`src/rtl/uart_cmd_pkg.sv`:
```
// Shared constants, FSM encoding and checksum helper for the UART command sequencer.
package uart_cmd_pkg;

  typedef logic [2:0] state_t;

  localparam logic [7:0] SYNC_BYTE = 8'hA5;
  localparam logic [7:0] CMD_WRITE = 8'h57;
  localparam logic [7:0] RSP_ACK   = 8'h06;
  localparam logic [7:0] RSP_NAK   = 8'h15;

  localparam state_t ST_IDLE  = 3'd0;
  localparam state_t ST_CMD   = 3'd1;
  localparam state_t ST_ADDR  = 3'd2;
  localparam state_t ST_LEN   = 3'd3;
  localparam state_t ST_DATA  = 3'd4;
  localparam state_t ST_CHK   = 3'd5;
  localparam state_t ST_WRITE = 3'd6;
  localparam state_t ST_RESP  = 3'd7;

  function automatic logic [7:0] chk_next(input logic [7:0] acc, input logic [7:0] b);
    return acc ^ b;
  endfunction

  // States in which a frame is open and the inter-byte timer runs.
  function automatic logic in_frame(input state_t st);
    return (st >= ST_CMD) && (st <= ST_CHK);
  endfunction

endpackage

```
`src/rtl/uart_cmd_sequencer_if.sv`:
```
// Byte-stream, register-write and transmitter handshake bundle of the command sequencer.
interface uart_cmd_sequencer_if #(parameter int ADDR_W = 8);
  logic [7:0]        rx_data;
  logic              rx_valid;
  logic              wr_en;
  logic [ADDR_W-1:0] wr_addr;
  logic [7:0]        wr_data;
  logic [7:0]        tx_data;
  logic              tx_start;
  logic              tx_busy;

  modport master (
    input  rx_data, rx_valid, tx_busy,
    output wr_en, wr_addr, wr_data, tx_data, tx_start
  );

  modport slave (
    output rx_data, rx_valid, tx_busy,
    input  wr_en, wr_addr, wr_data, tx_data, tx_start
  );
endinterface

```
`src/rtl/cmd_payload_buf.sv`:
```
// Payload byte store: one write port fed from the DATA phase, one combinational read port for the burst.
module cmd_payload_buf #(
  parameter int MAX_LEN = 16,
  parameter int IDX_W   = 4
) (
  input  logic             clk,
  input  logic             we,
  input  logic [IDX_W-1:0] waddr,
  input  logic [7:0]       wdata,
  input  logic [IDX_W-1:0] raddr,
  output logic [7:0]       rdata
);

  logic [7:0] mem_r [MAX_LEN];

  // Capture payload bytes; contents are only read after being written, so no reset is needed.
  always_ff @(posedge clk) begin
    if (we) begin
      mem_r[waddr] <= wdata;
    end
  end

  assign rdata = mem_r[raddr];

endmodule

```
`src/rtl/uart_cmd_sequencer.sv`:
```
// Frame parser behind the UART receiver: verifies write frames, bursts the payload into the
// register bank and answers each frame with ACK/NAK through the transmitter handshake.
module uart_cmd_sequencer #(
  parameter int ADDR_W      = 8,
  parameter int MAX_LEN     = 16,
  parameter int TIMEOUT_CYC = 100000
) (
  input  logic                  clk,
  input  logic                  reset,
  uart_cmd_sequencer_if.master  bus,
  output logic                  busy,
  output logic                  err_timeout,
  output logic                  rx_overrun
);
  import uart_cmd_pkg::*;

  localparam int LEN_W = $clog2(MAX_LEN + 1);
  localparam int IDX_W = (MAX_LEN > 1) ? $clog2(MAX_LEN) : 1;
  localparam int TMO_W = $clog2(TIMEOUT_CYC);
  localparam logic [TMO_W-1:0] TMO_LAST = TMO_W'(TIMEOUT_CYC - 1);

  state_t            state_r, state_n_s;
  logic [ADDR_W-1:0] base_r, wr_addr_r;
  logic [LEN_W-1:0]  len_r, idx_r, bidx_r;
  logic [7:0]        csum_r, wr_data_r, tx_data_r, rd_data_s;
  logic [TMO_W-1:0]  tmo_r;
  logic              nak_r, wr_en_r, tx_start_r, busy_r, err_timeout_r, rx_overrun_r;
  logic              frame_s, timeout_s, len_ok_s, chk_ok_s, data_last_s, burst_done_s, buf_we_s;

  assign frame_s      = in_frame(state_r);
  // An arriving byte beats the terminal count.
  assign timeout_s    = frame_s && !bus.rx_valid && (tmo_r == TMO_LAST);
  assign len_ok_s     = (bus.rx_data != 8'd0) && (bus.rx_data <= 8'(MAX_LEN));
  assign chk_ok_s     = (bus.rx_data == csum_r);
  assign data_last_s  = ((idx_r + LEN_W'(1)) == len_r);
  assign burst_done_s = (bidx_r == len_r);
  assign buf_we_s     = (state_r == ST_DATA) && bus.rx_valid;

  cmd_payload_buf #(
    .MAX_LEN (MAX_LEN),
    .IDX_W   (IDX_W)
  ) u_buf (
    .clk   (clk),
    .we    (buf_we_s),
    .waddr (idx_r[IDX_W-1:0]),
    .wdata (bus.rx_data),
    .raddr (bidx_r[IDX_W-1:0]),
    .rdata (rd_data_s)
  );

  // Next-state decode; every frame state advances only on an accepted byte.
  always_comb begin
    state_n_s = state_r;
    if (timeout_s) begin
      state_n_s = ST_IDLE;
    end else begin
      case (state_r)
        ST_IDLE:  if (bus.rx_valid && (bus.rx_data == SYNC_BYTE)) state_n_s = ST_CMD;
                  else state_n_s = ST_IDLE;
        ST_CMD:   if (bus.rx_valid) state_n_s = (bus.rx_data == CMD_WRITE) ? ST_ADDR : ST_RESP;
                  else state_n_s = ST_CMD;
        ST_ADDR:  if (bus.rx_valid) state_n_s = ST_LEN;
                  else state_n_s = ST_ADDR;
        ST_LEN:   if (bus.rx_valid) state_n_s = len_ok_s ? ST_DATA : ST_RESP;
                  else state_n_s = ST_LEN;
        ST_DATA:  if (bus.rx_valid) state_n_s = data_last_s ? ST_CHK : ST_DATA;
                  else state_n_s = ST_DATA;
        ST_CHK:   if (bus.rx_valid) state_n_s = chk_ok_s ? ST_WRITE : ST_RESP;
                  else state_n_s = ST_CHK;
        ST_WRITE: if (burst_done_s) state_n_s = ST_RESP;
                  else state_n_s = ST_WRITE;
        ST_RESP:  if (!bus.tx_busy) state_n_s = ST_IDLE;
                  else state_n_s = ST_RESP;
        default:  state_n_s = ST_IDLE;
      endcase
    end
  end

  // Datapath and registered outputs; the first beat launches with the accepted CHK byte.
  always_ff @(posedge clk) begin
    if (reset) begin
      state_r       <= ST_IDLE;
      base_r        <= {ADDR_W{1'b0}};
      len_r         <= {LEN_W{1'b0}};
      idx_r         <= {LEN_W{1'b0}};
      bidx_r        <= {LEN_W{1'b0}};
      csum_r        <= 8'h00;
      tmo_r         <= {TMO_W{1'b0}};
      nak_r         <= 1'b0;
      wr_en_r       <= 1'b0;
      wr_addr_r     <= {ADDR_W{1'b0}};
      wr_data_r     <= 8'h00;
      tx_data_r     <= 8'h00;
      tx_start_r    <= 1'b0;
      busy_r        <= 1'b0;
      err_timeout_r <= 1'b0;
      rx_overrun_r  <= 1'b0;
    end else begin
      state_r       <= state_n_s;
      busy_r        <= (state_n_s != ST_IDLE);
      wr_en_r       <= 1'b0;
      tx_start_r    <= 1'b0;
      err_timeout_r <= timeout_s;
      rx_overrun_r  <= bus.rx_valid && ((state_r == ST_WRITE) || (state_r == ST_RESP));
      if (frame_s && !bus.rx_valid && !timeout_s) tmo_r <= tmo_r + TMO_W'(1);
      else tmo_r <= {TMO_W{1'b0}};

      case (state_r)
        ST_IDLE: if (bus.rx_valid && (bus.rx_data == SYNC_BYTE)) begin
          csum_r <= 8'h00;
          idx_r  <= {LEN_W{1'b0}};
          bidx_r <= {LEN_W{1'b0}};
        end
        ST_CMD: if (bus.rx_valid) begin
          csum_r <= chk_next(csum_r, bus.rx_data);
          nak_r  <= (bus.rx_data != CMD_WRITE);
        end
        ST_ADDR: if (bus.rx_valid) begin
          csum_r <= chk_next(csum_r, bus.rx_data);
          base_r <= ADDR_W'(bus.rx_data);
        end
        ST_LEN: if (bus.rx_valid) begin
          csum_r <= chk_next(csum_r, bus.rx_data);
          len_r  <= LEN_W'(bus.rx_data);
          idx_r  <= {LEN_W{1'b0}};
          nak_r  <= !len_ok_s;
        end
        ST_DATA: if (bus.rx_valid) begin
          csum_r <= chk_next(csum_r, bus.rx_data);
          idx_r  <= idx_r + LEN_W'(1);
        end
        ST_CHK: if (bus.rx_valid) begin
          nak_r <= !chk_ok_s;
          if (chk_ok_s) begin
            wr_en_r   <= 1'b1;
            wr_addr_r <= base_r;
            wr_data_r <= rd_data_s;
            bidx_r    <= LEN_W'(1);
          end
        end
        ST_WRITE: if (!burst_done_s) begin
          wr_en_r   <= 1'b1;
          wr_addr_r <= base_r + ADDR_W'(bidx_r);
          wr_data_r <= rd_data_s;
          bidx_r    <= bidx_r + LEN_W'(1);
        end
        ST_RESP: if (!bus.tx_busy) begin
          tx_start_r <= 1'b1;
          tx_data_r  <= nak_r ? RSP_NAK : RSP_ACK;
        end
        default: begin
        end
      endcase
    end
  end

  assign bus.wr_en    = wr_en_r;
  assign bus.wr_addr  = wr_addr_r;
  assign bus.wr_data  = wr_data_r;
  assign bus.tx_data  = tx_data_r;
  assign bus.tx_start = tx_start_r;
  assign busy         = busy_r;
  assign err_timeout  = err_timeout_r;
  assign rx_overrun   = rx_overrun_r;

endmodule
```
`src/flat_wrapper.sv`:
```
// flat-port wrapper written by rule: the top's interface ports become plain ports
module uart_cmd_sequencer_flat import uart_cmd_pkg::*;
#(
  parameter int ADDR_W      = 8,
  parameter int MAX_LEN     = 16,
  parameter int TIMEOUT_CYC = 100000
)
  (clk, reset, busy, err_timeout, rx_overrun, bus_rx_data, bus_rx_valid, bus_tx_busy, bus_wr_en, bus_wr_addr, bus_wr_data, bus_tx_data, bus_tx_start);
  uart_cmd_sequencer_if #(.ADDR_W(ADDR_W)) bus_i ();
  input  logic clk;
  input  logic reset;
  output logic busy;
  output logic err_timeout;
  output logic rx_overrun;
  input wire logic [$bits(bus_i.rx_data)-1:0] bus_rx_data;
  input wire logic [$bits(bus_i.rx_valid)-1:0] bus_rx_valid;
  input wire logic [$bits(bus_i.tx_busy)-1:0] bus_tx_busy;
  output wire logic [$bits(bus_i.wr_en)-1:0] bus_wr_en;
  output wire logic [$bits(bus_i.wr_addr)-1:0] bus_wr_addr;
  output wire logic [$bits(bus_i.wr_data)-1:0] bus_wr_data;
  output wire logic [$bits(bus_i.tx_data)-1:0] bus_tx_data;
  output wire logic [$bits(bus_i.tx_start)-1:0] bus_tx_start;
  assign bus_i.rx_data = bus_rx_data;
  assign bus_i.rx_valid = bus_rx_valid;
  assign bus_i.tx_busy = bus_tx_busy;
  assign bus_wr_en = bus_i.wr_en;
  assign bus_wr_addr = bus_i.wr_addr;
  assign bus_wr_data = bus_i.wr_data;
  assign bus_tx_data = bus_i.tx_data;
  assign bus_tx_start = bus_i.tx_start;
  uart_cmd_sequencer #(.ADDR_W(ADDR_W), .MAX_LEN(MAX_LEN), .TIMEOUT_CYC(TIMEOUT_CYC)) u_core (.clk(clk), .reset(reset), .bus(bus_i), .busy(busy), .err_timeout(err_timeout), .rx_overrun(rx_overrun));
endmodule
```
`config.mk`:
```
export PLATFORM = sky130hd
export DESIGN_NAME = uart_cmd_sequencer_flat
export DESIGN_NICKNAME = d
export VERILOG_FILES = /design/src/rtl/uart_cmd_pkg.sv /design/src/rtl/uart_cmd_sequencer_if.sv /design/src/rtl/cmd_payload_buf.sv /design/src/rtl/uart_cmd_sequencer.sv /design/src/flat_wrapper.sv
export SDC_FILE = /design/constraint.sdc
export NUM_CORES = 1
export LEC_CHECK = 0
export BUFFER_PORTS_ARGS = -buffer_cell sky130_fd_sc_hd__buf_2
export CAP_MARGIN = 10
export CORE_MARGIN = 1.5
export CORE_UTILIZATION = 61
export DETAILED_ROUTE_END_ITERATION = 16
export GPL_ROUTABILITY_DRIVEN = 1
export HOLD_SLACK_MARGIN = 0.02
export PLACE_DENSITY = 0.79
export SETUP_SLACK_MARGIN = 0.3
export SYNTH_ARGS = -nofsm -noshare
export SYNTH_HDL_FRONTEND = slang
export SYNTH_SLANG_ARGS = --single-unit
```
`constraint.sdc`:
```
create_clock -name clk -period 2.9 [get_ports clk]
set_input_delay 0.29 -clock clk [delete_from_list [all_inputs] [get_ports clk]]
set_output_delay 0.29 -clock clk [all_outputs]
set_load 0.01 [all_outputs]
```
# After elaboration in Yosys (flattened, before gate mapping)
# Memory sizes are Yosys's and may differ from the RTL's. A register that Yosys moved wholly into a read port is not among the register bits.
# Cells that the tools add are included.
totals:
  ff_bits: 81
  mem_bits_rw: 128
  output_inout_bits: 29
  wordCells: 129
  memories: 1
memory_table:
  columns: ["memory", "depth", "width", "rd", "rd_clocked_by_memory_dff", "wr", "line_no", "rtl"]
  rows:
  - ["u_core.u_buf.mem_r", 16, 8, 1, 1, 1, "cmd_payload_buf.sv:14", "logic [7:0] mem_r [MAX_LEN];"]
classes:
  add_sub_neg: 4
  n_lt_le_gt_ge: 3
  n_eq_ne: 22
  muxes: 47
  bitwise: 4
  n_reduce_logical: 32
op_table:
  columns: ["operator", "n"]
  rows:
  - ["two-way mux 8 bit", 8]
  - ["one-hot mux 8 bit (2 select lines)", 3]
  - ["two-way mux 5 bit", 7]
  - ["one-hot mux 5 bit (3 select lines)", 2]
  - ["one-hot mux 3 bit (8 select lines)", 1]
  - ["two-way mux 3 bit", 7]
  - ["adder 17 x 1 -> 17 bit (second input constant)", 1]
  - ["equality test 17 bit (second input constant)", 1]
  - ["two-way mux 1 bit", 14]
  - ["equality test 3 bit (second input constant)", 4]
  - ["AND reduction 4 bit", 3]
  - ["nonzero test 3 bit", 4]
  - ["adder 5 x 1 -> 5 bit (second input constant)", 2]
  - ["equality test 5 bit", 2]
  - ["!= test 2 bit (second input constant)", 5]
  - ["adder 8 x 5 -> 8 bit", 1]
  - ["equality test 8 x 7 -> 1 bit (second input constant)", 1]
  - ["equality test 8 bit", 1]
  - ["equality test 8 bit (second input constant)", 1]
  - ["less-or-equal comparator 8 x 5 -> 1 bit (second input constant)", 1]
  - ["logical AND 1 bit", 8]
  - ["two-way mux 4 bit", 2]
  - ["!= test 8 x 7 -> 1 bit (second input constant)", 1]
  - ["nonzero test 8 bit", 1]
  - ["other kinds (19)", 31]

# Logic depth before layout (Yosys ltp)
logic_depth:
  word_depth: 8
  ltp_mapped: 9

# Modules after synthesis
# A second synthesis with hierarchy kept.
hier_totals:
  cells_unflattened: 686
  hier_area_um2: 8913.5
by_module_without_submodules:
  columns: ["module", "n_inst", "cells_per_inst", "area_each_um2", "seq_area_each_um2"]
  rows:
  - ["cmd_payload_buf", 1, 221, 4987.3, 3843.7]
  - ["uart_cmd_sequencer", 1, 465, 3926.3, 1521.5]

# Worst setup path after synthesis
# Ideal clock, no wire load.
synth_timing:
  path_kind: "register to register"
  start: "register with a tool-made name"
  end: "register u_core.wr_data_r[7] (netlist: u_core.bus.wr_data[7])"
  arrival_time_ns: 1.959
  slack_ns: 0.814
  stages_incl_launch_ff: 7
  path_buffers: 2
  synth_period_minus_slack_ns: 2.086
  cell_sequence: "dfxtp_1 > clkbuf_1 > buf_2 > mux4_2 > mux4_2 > mux2i_1 > nor2_1"
synth_lines:
  columns: ["element", "line_no", "rtl"]
  rows:
  - ["end signal: assignment", "uart_cmd_sequencer.sv:137", "wr_data_r <= rd_data_s;"]
  - ["end signal: assignment", "uart_cmd_sequencer.sv:144", "wr_data_r <= rd_data_s;"]
  - ["end: declaration", "uart_cmd_sequencer.sv:25", "logic [7:0] csum_r, wr_data_r, tx_data_r, rd_data_s;"]

# Worst setup path in the final report
layout_timing:
  start: "register u_core.csum_r[7]"
  end: "register u_core.bidx_r[2]"
layout_between:
  elab_chain_cells: 3
layout_lines:
  columns: ["element", "line_no", "rtl"]
  rows:
  - ["start: declaration", "uart_cmd_sequencer.sv:25", null]
  - ["start signal: assignment", "uart_cmd_sequencer.sv:115", "csum_r <= chk_next(csum_r, bus.rx_data);"]
  - ["start signal: assignment", "uart_cmd_sequencer.sv:119", "csum_r <= chk_next(csum_r, bus.rx_data);"]
  - ["start signal: assignment", "uart_cmd_sequencer.sv:123", "csum_r <= chk_next(csum_r, bus.rx_data);"]
  - ["equality test 8 bit", "uart_cmd_sequencer.sv:34", "assign chk_ok_s = (bus.rx_data == csum_r);"]
  - ["!= test 2 x 1 -> 1 bit (no line)", null, null]
  - ["AND reduction 5 bit (no line)", null, null]
  - ["end signal: assignment", "uart_cmd_sequencer.sv:86", "bidx_r <= {LEN_W{1'b0}};"]
  - ["end signal: assignment", "uart_cmd_sequencer.sv:112", "bidx_r <= {LEN_W{1'b0}};"]
  - ["end signal: assignment", "uart_cmd_sequencer.sv:145", "bidx_r <= bidx_r + LEN_W'(1);"]
  - ["end: declaration", "uart_cmd_sequencer.sv:24", "logic [LEN_W-1:0] len_r, idx_r, bidx_r;"]
# No other way between the ends.
# A chain may end at the register's enable or synchronous reset.

==> impl_metrics.ini <==
[yosys]
ys_top_cells_by_area = edfxtp_1, dfxtp_1, mux4_2
ys_seq_area_frac = 0.617
synth_edf_count = 128
yosysWarningCount = 0
syn-cell-area_um2 = 8820
synth_cell_types = 54
ys_ff_latch = 208
async_reset_ff_frac = 0
synth_top_area_share = 0.436
synthFlopType = edfxtp_1
syn_inst = 676
yosysTopAreaCell = edfxtp_1
avgSynthCellArea_um2 = 13.1

[setup_path]
cp_data_arrival_time_ns = 2.73
r2r_start = u_core.csum_r[7]
crit-reg2reg-capture = u_core.bidx_r[2]
worstRegToRegCells = 7
path_max_fanout = 10
reg2reg_slack_ns = 0.54
cp.required_ns = 3.28
critical_path_class = reg -> reg
cp-end-kind = flop
start_kind = flop

[timing]
hold_viol = 0
fin_crit_ns = 2.36
finClkSkew_ns = 0.0210
max_slew_margin = 0.515
totalNegativeSetupSlack_ns = 0
fmax_ghz = 0.424
worst_pin_slew_ns = 0.723
finalCritPeriodShare = 0.812
rsz0062_at_grt = no
setup_viol = 0
slew_violations = 0

[min_path]
holdPathEnd = u_core.u_buf.mem_r[12][1]
min_from = bus_rx_data[1]
min_path_cells = 1
hold_class = in -> reg

[job]
cap_violations = 0

[finish]
num-nets-final = 754
antenna_cells = 0
drive_gt1_frac = 0.192
n_fill_cell = 897
area_delta_synth_final_pct = 12.3
design_area_um2 = 9910

[global_route]
grt_pass1_wl_mm = 30.7
antenna_found_initial = 0
grt_max_degree = 33
grt-ovfl-total = 0
grt_pass1_vias = 5732
grt_usage = 0.271

[power_and_ir_drop]
p_int_mw = 4.53
ir_drop_mv = 0.436
p_switching_mw = 1.13
netSwitchingFraction = 0.199
p_clk_frac = 0.428
p_leak_nw = 3.32
combPwrFrac = 0.018
seq_power_share = 0.554
p_per_area_nw_per_um2 = 571

[clock_network]
clk_latency_ns = 0.50
root_buffer = clkbuf_16
cts_made_buffers = 21
cts_hold_buf = 0
clkSinkCount = 208
cts_tree = built
clk_pin_slew_ns = 0.06
cts_max_level = 1
cts.path.max_buffers = 3
post_cts_buffers = 0
post_cts_resize_count = 0

[detailed_routing]
drc_errors = 0
vias = 5774
viasPerCell = 6.25
drt-total-wl_mm = 19.8
antenna_left = 0
drt_first_iter_violations = 688
drtPass1Iterations = 5
avgRoutedWirePerCell_um = 21.5

[die]
die_h_um = 123
io_pins = 41
die_x_um = 123
row_count = 43
die_area_um2 = 15200
start_util = 0.631
core_area_um2 = 14000

[placed_design]
dp_hpwl_mm = 12.7
io_buffers = 36
postPlaceCellArea_um2 = 9300
place_congestion = 0.907

[outcome]
status = complete, no violations
## synthesized netlist by cell type (all sizes together) (3+ instances only)
| cell type | n |
|---|---|
| a211oi | 7 |
| a21oi | 26 |
| a22oi | 8 |
| a311oi | 6 |
| a31oi | 5 |
| and3 | 3 |
| buf | 24 |
| clkbuf | 17 |
| dfxtp | 80 |
| edfxtp | 128 |
| ha | 11 |
| inv | 15 |
| mux2i | 17 |
| mux4 | 40 |
| nand2 | 50 |
| nand2b | 7 |
| nand3 | 25 |
| nand4 | 5 |
| nor2 | 84 |
| nor2b | 4 |
| nor3 | 15 |
| nor4 | 7 |
| o21ai | 22 |
| or3 | 3 |
| or4 | 3 |
| xnor2 | 19 |
| xor2 | 21 |
## power by group through the flow
stage / Clock (mW) / Combinational, mW / Sequential, mW
5_1_grt: 2.58 / 0.111 / 3.13
6_report: 2.42 / 0.104 / 3.13
2_1_floorplan: 0 / 0.0438 / 3.20
3_3_place_gp: 0 / 0.0957 / 3.20
3_5_place_dp: 0 / 0.101 / 3.20
4_1_cts: 2.45 / 0.102 / 3.13
## critical path, stage by stage (launching register included)
cell	delay, ns
dfxtp_1	0.34
xor2_1	0.15
nor4_1	0.48
a211oi_1	0.27
nor3_1	0.32
buf_4	0.22
a31oi_1	0.10
a311oi_1	0.36
## cells in the final DEF, fill, tap and decap left out, types with 7 or more instances in the layout
cell type	Yosys	routed
a211oi_1	7	7
a21oi_1	25	25
a22oi_1	8	8
buf_2	14	36
buf_4	6	32
clkbuf_16	0	21
clkinv_1	0	7
dfxtp_1	80	79
edfxtp_1	128	128
ha_1	11	11
inv_1	15	15
mux2i_1	17	17
mux4_2	40	40
nand2_1	50	50
nand2b_1	7	7
nand3_1	25	25
nor2_1	84	83
nor3_1	14	14
nor4_1	7	7
o21ai_0	21	21
xnor2_1	19	19
xor2_1	21	21
## through the flow
stage / hold WS (ns) / instances / util / power [mW] / worst slack, ns
after CTS: 0.164 / 924 / 0.708 / 5.68 / 0.601
after global placement: 0.442 / 887 / 0.665 / 3.29 / 0.597
final: 0.187 / 924 / 0.708 / 5.66 / 0.544
after floorplan: 0.389 / 679 / - / 3.24 / 0.814
after global routing: 0.169 / 924 / 0.708 / 5.82 / 0.334
after detailed placement: 0.446 / 887 / 0.665 / 3.30 / 0.534
## layer usage
metal	GRT usage	up-vias	share of wire
met2	0.476	275	0.51
li1	-	2600	-
met1	0.345	2858	0.39
met4	0.0927	0	0.026
met3	0.0415	41	0.073
met5	0	-	0
## worst max-delay path by stage
stage,startpoint,end,slack (ns)
detailed placement,bus_rx_data[5],flop,0.53
global placement,bus_rx_data[5],flop,0.60
global route,u_core.state_r[0],u_core.csum_r[1],0.33
CTS,u_core.tmo_r[5],u_core.state_r[0],0.60
floorplan,flop,u_core.bus.wr_data[7],0.81
finish,u_core.csum_r[7],u_core.bidx_r[2],0.54
## layout make-up
cell class / instances / area (µm²) / share of cell area
sequential: 208 / 5450 / 0.550
clock inverter: 9 / 36.3 / 0.00366
multi-input combinational: 415 / 3130 / 0.316
clock buffer: 28 / 572 / 0.0577
tap: 180 / 225 / 0.0227
timing repair buffer: 69 / 440 / 0.0444
inverter: 15 / 56.3 / 0.00568
## kinds of logic after synthesis
| group | count (synthesis) | synth area share |
|---|---|---|
| other | 1 | 0.000425 |
| flip-flops | 208 | 0.617 |
| multiplexers | 58 | 0.123 |
| adder cells (fa/ha/maj) | 12 | 0.0179 |
| AND/OR/NAND/NOR | 216 | 0.114 |
| AO/OA/AOI/OAI | 85 | 0.0591 |
| buffers and inverters | 56 | 0.0293 |
| XOR/XNOR | 40 | 0.0397 |
## sequential cells by signal, indices dropped and copies added, names as in the netlist, 3 cells and up, named ones only
| name | count |
|---|---|
| u_core.base_r | 8 |
| u_core.bus.wr_data | 8 |
| u_core.tmo_r | 17 |
| u_core.state_r | 3 |
| u_core.bus.tx_data | 3 |
| u_core.bidx_r | 5 |
| u_core.bus.wr_addr | 8 |
| u_core.len_r | 5 |
| u_core.u_buf.mem_r | 128 |
| u_core.csum_r | 8 |
| u_core.idx_r | 5 |
No activity file was read; power rests on OpenSTA's default activity.
